===== config.mk =====
export PLATFORM = sky130hd
export DESIGN_NAME = regfile_cmd_master
export DESIGN_NICKNAME = d
export VERILOG_FILES = /design/src/rtl/regfile_cmd_master.sv
export SDC_FILE = /design/constraint.sdc
export NUM_CORES = 1
export LEC_CHECK = 0
export CAP_MARGIN = 30
export CORE_MARGIN = 4
export CORE_UTILIZATION = 47
export CTS_BUF_LIST = sky130_fd_sc_hd__clkbuf_2
export DETAILED_ROUTE_END_ITERATION = 8
export PLACE_DENSITY = 0.77
export SKIP_CTS_REPAIR_TIMING = 1
export SYNTH_ARGS = -nofsm -noshare
export SYNTH_HDL_FRONTEND = slang
export SYNTH_SLANG_ARGS = --single-unit

===== constraint.sdc =====
create_clock -name clk -period 4.6 [get_ports clk]
set_input_delay 1.38 -clock clk [delete_from_list [all_inputs] [get_ports clk]]
set_output_delay 1.38 -clock clk [all_outputs]
set_load 0.01 [all_outputs]

===== src/rtl/regfile_cmd_master.sv =====
// Command-driven initiator for a 4x32 register file: owns both read ports and the write port,
// runs one WRI/RD/ADD/ADDI command at a time and returns the result on a response channel.
module regfile_cmd_master #(
  parameter int unsigned DATA_W = 32,
  parameter int unsigned ADDR_W = 2
) (
  input  logic              clk,
  input  logic              reset,
  input  logic              cmd_valid,
  output logic              cmd_ready,
  input  logic [1:0]        cmd_op,
  input  logic [ADDR_W-1:0] cmd_dst,
  input  logic [ADDR_W-1:0] cmd_src1,
  input  logic [ADDR_W-1:0] cmd_src2,
  input  logic [DATA_W-1:0] cmd_imm,
  output logic [ADDR_W-1:0] ReadReg1,
  output logic [ADDR_W-1:0] ReadReg2,
  input  logic [DATA_W-1:0] ReadData1,
  input  logic [DATA_W-1:0] ReadData2,
  output logic [ADDR_W-1:0] WriteReg,
  output logic [DATA_W-1:0] WriteData,
  output logic              RegWrite,
  output logic              rsp_valid,
  input  logic              rsp_ready,
  output logic [DATA_W-1:0] rsp_data
);

  typedef enum logic [1:0] {StIdle, StExec, StWrite, StResp} state_e;

  localparam logic [1:0] OpWri  = 2'b00;
  localparam logic [1:0] OpRd   = 2'b01;
  localparam logic [1:0] OpAdd  = 2'b10;
  localparam logic [1:0] OpAddi = 2'b11;

  state_e              state_q, state_d;
  logic [1:0]          op_q, op_d;
  logic [ADDR_W-1:0]   dst_q, dst_d, src1_q, src1_d, src2_q, src2_d;
  logic [DATA_W-1:0]   imm_q, imm_d, result_q, result_d;
  logic [DATA_W-1:0]   exec_result;

  logic                reg_write_q, reg_write_d;
  logic [ADDR_W-1:0]   write_reg_q, write_reg_d;
  logic [DATA_W-1:0]   write_data_q, write_data_d;

  always_comb begin
    exec_result = '0;
    unique case (op_q)
      OpWri:  exec_result = imm_q;
      OpRd:   exec_result = ReadData1;
      OpAdd:  exec_result = ReadData1 + ReadData2;
      OpAddi: exec_result = ReadData1 + imm_q;
      default: exec_result = '0;
    endcase
  end

  always_comb begin
    state_d   = state_q;
    op_d      = op_q;
    dst_d     = dst_q;
    src1_d    = src1_q;
    src2_d    = src2_q;
    imm_d     = imm_q;
    result_d  = result_q;
    cmd_ready = 1'b0;
    rsp_valid = 1'b0;
    ReadReg1  = '0;
    ReadReg2  = '0;
    unique case (state_q)
      StIdle: begin
        cmd_ready = 1'b1;
        if (cmd_valid) begin
          op_d    = cmd_op;
          dst_d   = cmd_dst;
          src1_d  = cmd_src1;
          src2_d  = cmd_src2;
          imm_d   = cmd_imm;
          state_d = StExec;
        end
      end
      StExec: begin
        ReadReg1 = src1_q;
        ReadReg2 = src2_q;
        result_d = exec_result;
        state_d  = (op_q == OpRd) ? StResp : StWrite;
      end
      StWrite: state_d = StResp;
      StResp: begin
        rsp_valid = 1'b1;
        if (rsp_ready) state_d = StIdle;
      end
      default: state_d = StIdle;
    endcase
  end

  always_ff @(posedge clk or negedge reset) begin
    if (!reset) begin
      state_q  <= StIdle;
      op_q     <= '0;
      dst_q    <= '0;
      src1_q   <= '0;
      src2_q   <= '0;
      imm_q    <= '0;
      result_q <= '0;
    end else begin
      state_q  <= state_d;
      op_q     <= op_d;
      dst_q    <= dst_d;
      src1_q   <= src1_d;
      src2_q   <= src2_d;
      imm_q    <= imm_d;
      result_q <= result_d;
    end
  end

  assign rsp_data = result_q;

  // Write port changes only on the falling edge so the file's RegWrite-gated clock sees
  // stable address/data/enable for the whole high phase of the write cycle.
  always_comb begin
    reg_write_d  = (state_q == StWrite);
    write_reg_d  = write_reg_q;
    write_data_d = write_data_q;
    if (state_q == StWrite) begin
      write_reg_d  = dst_q;
      write_data_d = result_q;
    end
  end

  always_ff @(negedge clk or negedge reset) begin
    if (!reset) begin
      reg_write_q  <= 1'b0;
      write_reg_q  <= '0;
      write_data_q <= '0;
    end else begin
      reg_write_q  <= reg_write_d;
      write_reg_q  <= write_reg_d;
      write_data_q <= write_data_d;
    end
  end

  assign RegWrite  = reg_write_q;
  assign WriteReg  = write_reg_q;
  assign WriteData = write_data_q;

endmodule

* After elaboration in Yosys (flattened, before gate mapping)
Index checks and enable logic that the tools add are counted.
** Storage, ports and cells
- Register bits :: 109
- Input bits :: 108
- Output and inout bits :: 73
- Logic and storage cells :: 33
** Cells by class
- Add/sub/neg operators :: 2
- Eq/ne operators :: 8
- Multiplexer cells :: 9
- Reduce and logical (&&, ||, !) cells :: 4
** Operators by type and width (count)
- $pmux W32 S4 :: 1
- $add A32 B32 Y32 :: 2
- $eq A2 B2 Y1 const B :: 4
- $mux W2 :: 4
- $pmux W2 S4 :: 1
- $eq A2 B1 Y1 const B :: 2
- $logic_not A2 Y1 :: 2
- $ne A2 B2 Y1 const B :: 2
- $reduce_and A2 Y1 :: 2
- $mux W1 :: 3

* Depth between registers and ports, before layout
Gate-level depths: netlist of run 1.
- Word-level depth :: 3
- Depth in mapped cells :: 15
- Depth with buffers taken out :: 13

==> metrics.cfg, run 1 <==
[global_route]
antenna_found_initial = 1
grt_pass1_wl_um = 31620
grt_max_degree = 46
grt_usage_pct = 23.71
grt_pass1_vias = 6048
grt-ovfl-total = 0

[routing]
viasPerCell = 5.696
ant_nets = 0
dr_total_vias = 5838
drc = 0
routed_wl_um = 19860
post_drt_wl_per_cell_um = 19.37
dr.first_iter.drc_count = 357
dr.pass1.iters = 4

[timing]
setup_violations = 35
worst_slack_ns = -0.2180
grt_setup_unrepaired = yes
slew_violations = 0
finalClockSkew_ns = 0.1087
worstMarginPinSlew_ns = 0.6398
whs_ns = 0.4549
relSlewSlack_pct = 57.30
hold_violations = 0

[placed_design]
gp_congestion = 0.8455
hpwl_um = 15110
placed_cells = 1006
io_buffer_count = 180
placed_area_um2 = 9017

[worst_setup_path]
critPathMaxFanout = 2
arrival_ns = 3.44
critical_path_class = reg2out
r2r_cells = 4
crit_chain = buf_2
path_delay_family = flip-flops
cp.required_ns = 3.22
slowest_delay_ns = 0.48
r2r-start = state_q[0]$_DFFE_PN0P_
reg2reg_slack_ns = 0.53
cp-start-kind = register
endpoint_kind = primary output
crit_path_top_delay_cell = dfrtn_1
path_buf_inv = 1
worstSetupStartpoint = WriteData[13]$_DFFE_NN0P_
r2r-end = WriteData[21]$_DFFE_NN0P_

[synth]
yosysTopAreaCell = dfrtp_1
yosysSeqAreaShare_pct = 39.06
synth_area_um2 = 6983
ys_ff_latch = 109
avgSynthCellArea_um2 = 10.50
synthTopCellsByArea = dfrtp_1 27%, mux2_2 19%, dfrtn_1 13%
synth_edf_count = 0
syn_nets = 814
yosys_warnings = 0
synthCells = 665
async_flop_share_pct = 100.0
synth_cell_types = 66
synth_top_area_share_pct = 26.52
synthFlopType = dfrtp_1

[cts]
insertion_delay_ns = 0.61
cts_sinks = 109
clk_path_buf_depth = 2
cts-root-buf = clkbuf_2
h-tree-depth = 3
clkTransAtPathRegs_ns = 0.20
cts_tree = yes
cts_buffers = 9

[cells_and_area]
final_cells = 1025
drive_gt1_share_pct = 25.12
nNetsFinal = 984
postLayoutCellArea_um2 = 8966
area_delta_synth_final_pct = 28.40

[die]
initial_utilization_pct = 48.05
top_level_ports = 181
die_height_um = 129.9
die_x_um = 129.9
rows = 44
die_area_um2 = 16870
coreArea_um2 = 14530

[power]
cellPowerDensity_nw_per_um2 = 667.7
total_power_mw = 5.986
ir_worst_vdd_mv = 0.3030
leakagePower_nw = 3.868

[flow_run]
maxCapViolations = 0

[hold_path]
min_from = WriteData[9]$_DFFE_NN0P_
min_path_cells = 1
min_to = WriteData[9]$_DFFE_NN0P_
hold_path.class = reg2reg

[status]
violations = setup timing
status = finished with violations

[worst max-delay path by stage]
stage	to	slack, ns	depth (start not counted)
after CTS	WriteData[13]	-0.69	1
final	WriteData[13]	-0.22	1
after floorplan	WriteData[0]	0.50	0
after detailed placement	WriteData[8]	-0.03	1
after global routing	WriteData[14]	-0.32	1
after global placement	WriteData[18]	-0.0002	1
[power breakdown]
group | internal [mW] | switching [mW] | leakage [nW]
clock | 0.0753 | 0.335 | 0.0647
sequential | 1.46 | 0.337 | 1.28
combinational | 1.88 | 1.90 | 2.53
[stage by stage]
| step | setup slack, ns | setup TNS (ns) | utilization, % |
|---|---|---|---|
| 2_1_floorplan | 0.4959 | 0 | - |
| 3_3_place_gp | -0.0001683 | -0.0001683 | 61.91 |
| 3_5_place_dp | -0.02947 | -0.2648 | 62.04 |
| 4_1_cts | -0.6943 | -22.93 | 62.69 |
| 5_1_grt | -0.3227 | -9.146 | 61.69 |
| 6_report | -0.2180 | -6.606 | 61.69 |
[kinds of logic (layout without fill, tap and decap cells)]
| group | Yosys count | count (layout) | synth area share [%] |
|---|---|---|---|
| buf+inv | 53 | 228 | 3.350 |
| other cells | 0 | 1 | 0 |
| fa+ha+maj | 41 | 41 | 7.454 |
| simple gates | 133 | 133 | 9.156 |
| mux | 142 | 142 | 22.43 |
| flops | 109 | 109 | 39.06 |
| compound gates | 161 | 161 | 15.28 |
| xor+xnor | 26 | 26 | 3.261 |
[routing by layer]
layer	GRT usage [%]	share of wire (%)	up-vias
li1	-	-	2766
met1	32.22	44	2869
met2	39.82	49	174
met3	2.251	4.4	29
met4	8.252	2.4	0
met5	0	0	-
[final cells by class]
class	count	area, µm²
antenna	1	2.502
clock buffer	9	45.04
clock inverter	7	48.80
fill	1239	5568
inverter	12	45.04
multi-input combinational	503	4029
sequential	109	2729
tap	184	230.2
timing repair buffer	200	1837
[worst register-to-register path: stages (launching register included)]
cell and delay (ns):
dfrtp_1 0.47, inv_1 0.13, ha_2 0.31, buf_12 0.27, mux2_2 0.38
[cells in the mapped netlist, types with 3 or more instances]
library cell    n
a211oi_1        4
a21o_1         16
a21oi_1        55
a31oi_1         6
and2_1          4
and3_2          5
buf_1           5
clkbuf_1       29
dfrtn_1        35
dfrtp_1        74
ha_1           40
inv_1          12
mux2_2        116
mux2i_1        26
nand2_1        27
nand2b_1        4
nand3_1        10
nand4_1         8
nor2_1         53
nor2b_1         7
nor3_1          3
o211ai_1        3
o21a_1          3
o21ai_0        22
o21ai_1        11
o22ai_1         7
o31ai_1         3
xnor2_1        16
xor2_1         10
[state kept, by name, summed over array words and instances, names as in the netlist]
| name | cells |
|---|---|
| src2_q | 2 |
| dst_q | 2 |
| imm_q | 32 |
| src1_q | 2 |
| WriteData | 32 |
| rsp_data | 32 |
| WriteReg | 2 |
| state_q | 2 |
| op_q | 2 |
| RegWrite | 1 |
[placed cells by master, fill, tap and decap left out, drive strengths merged, types with 16 or more instances in the layout]
master,Yosys,routed
mux2i,26,26
a21o,18,18
ha,40,40
dfrtn,35,35
dfrtp,74,74
buf,10,56
xnor2,16,16
o21ai,33,33
a21oi,57,57
nand2,27,27
clkdlybuf4s50,0,144
mux2,116,116
nor2,53,53
(Power assumes the default switching activity.)
==> inputs of run 2 (changes only) <==
CORE_UTILIZATION = 30   (was 47)
HOLD_SLACK_MARGIN = 0.08   (was unset)
PLACE_DENSITY = unset   (was 0.77)
clock period = 3.9 ns   (was 4.6 ns; I/O delays follow)
==> metrics.cfg, run 2 (same netlist as run 1, synthesis figures left out) <==
[cells_and_area]
final_common_cell = clkdlybuf4s50_1
area_delta_synth_final_pct = 36.03
multi_input_area_um2 = 4029
final_cells = 1202
layout_common_cells = 144 x clkdlybuf4s50_1, 116 x mux2_2, 73 x dfrtp_1, 65 x buf_4, 55 x a21oi_1
drive_gt1_share_pct = 29.05
nNetsFinal = 1032
nFillCells = 2239
postLayoutCellArea_um2 = 9499
regArea_um2 = 2729

[placed_design]
placed_cells = 1182
placed_area_um2 = 9532
gp_congestion = 0.8662
hpwl_um = 16200
io_buffer_count = 180

[die]
die_area_um2 = 25780
coreArea_um2 = 22780
rows = 55
die_height_um = 160.6
die_x_um = 160.6
top_level_ports = 181
initial_utilization_pct = 30.66

[flow_run]
maxCapViolations = 0

[timing]
hold_violations = 0
worst_slack_ns = -0.3876
setup_violations = 35
slew_violations = 0
relSlewSlack_pct = 52.77
whs_ns = 0.4203
worstMarginPinSlew_ns = 0.7076
finalClockSkew_ns = 0.1415
grt_setup_unrepaired = yes

[global_route]
grt_pass1_vias = 5969
grt_max_degree = 46
antenna_found_initial = 1
grt_usage_pct = 16.57
grt-ovfl-total = 0
grt_pass1_wl_um = 34000

[cts]
cts_buffers = 9
cts-root-buf = clkbuf_2
clk_path_buf_depth = 2
cts_tree = yes
insertion_delay_ns = 0.66
clkTransAtPathRegs_ns = 0.31
cts_sinks = 109
h-tree-depth = 3

[routing]
post_drt_wl_per_cell_um = 17.83
routed_wl_um = 21430
dr.pass1.iters = 5
viasPerCell = 4.851
drc = 0
dr.first_iter.drc_count = 346
ant_nets = 0
dr_total_vias = 5831

[worst_setup_path]
cp-start-kind = register
crit_path_top_delay_cell = dfrtn_1
path_buf_inv = 1
arrival_ns = 3.12
cp.required_ns = 2.73
r2r-end = WriteData[26]$_DFFE_NN0P_
critical_path_class = reg2out
r2r_cells = 4
critPathMaxFanout = 2
reg2reg_slack_ns = 0.28
endpoint_kind = primary output
path_delay_family = flip-flops
crit_chain = buf_2
slowest_delay_ns = 0.48
r2r-start = state_q[0]$_DFFE_PN0P_

[status]
violations = setup timing
status = finished with violations

[power]
leakagePower_nw = 4.104
cellPowerDensity_nw_per_um2 = 774.5
ir_worst_vdd_mv = 0.3373

[hold_path]
hold_path.class = in2async

[run 2: layout make-up]
class / count / share of cell area [%]
Inverter: 12 / 0.4742
Tap cell: 313 / 4.123
Multi-Input combinational cell: 503 / 42.41
Timing Repair Buffer: 248 / 23.33
Sequential cell: 109 / 28.73
Antenna cell: 1 / 0.02634
Clock buffer: 10 / 0.5269
Clock inverter: 6 / 0.3820
[run 2: report_power, final]
group / total, mW / switching, mW / internal (mW)
logic: 4.72 / 2.27 / 2.45
clock network: 0.510 / 0.422 / 0.0881
registers: 2.13 / 0.407 / 1.72
total: 7.36 / 3.10 / 4.26
[run 2: worst max-delay path by stage]
stage | from | to | slack [ns] | cells past startpoint
detailed placement | ReadData2[0] | rsp_data[30]$_DFFE_PN0N_ | -0.47 | 14
finish | WriteData[16]$_DFFE_NN0P_ | WriteData[16] | -0.39 | 1
floorplan | state_q[0]$_DFFE_PN0P_ | WriteData[10]$_DFFE_NN0P_ | 0.19 | 5
CTS | WriteData[19]$_DFFE_NN0P_ | WriteData[19] | -0.86 | 1
global placement | ReadData2[0] | rsp_data[30]$_DFFE_PN0N_ | -0.44 | 14
global route | WriteData[19]$_DFFE_NN0P_ | WriteData[19] | -0.50 | 1
[run 2: layer usage]
layer	wire length, µm	global-route usage [%]
met1	10270	23.67
met2	9861	26.32
met3	979	2.079
met4	317	4.928
met5	0	0
[run 2: per-stage QoR]
stage	TNS (ns)	total power, mW	setup slack [ns]	util (%)
6_report	-12.23	7.357	-0.3876	41.70
5_1_grt	-15.50	7.970	-0.4970	41.70
4_1_cts	-29.36	7.567	-0.8647	42.22
3_5_place_dp	-8.281	7.027	-0.4659	41.85
3_3_place_gp	-7.843	6.976	-0.4429	41.85
2_1_floorplan	0	5.031	0.1950	-
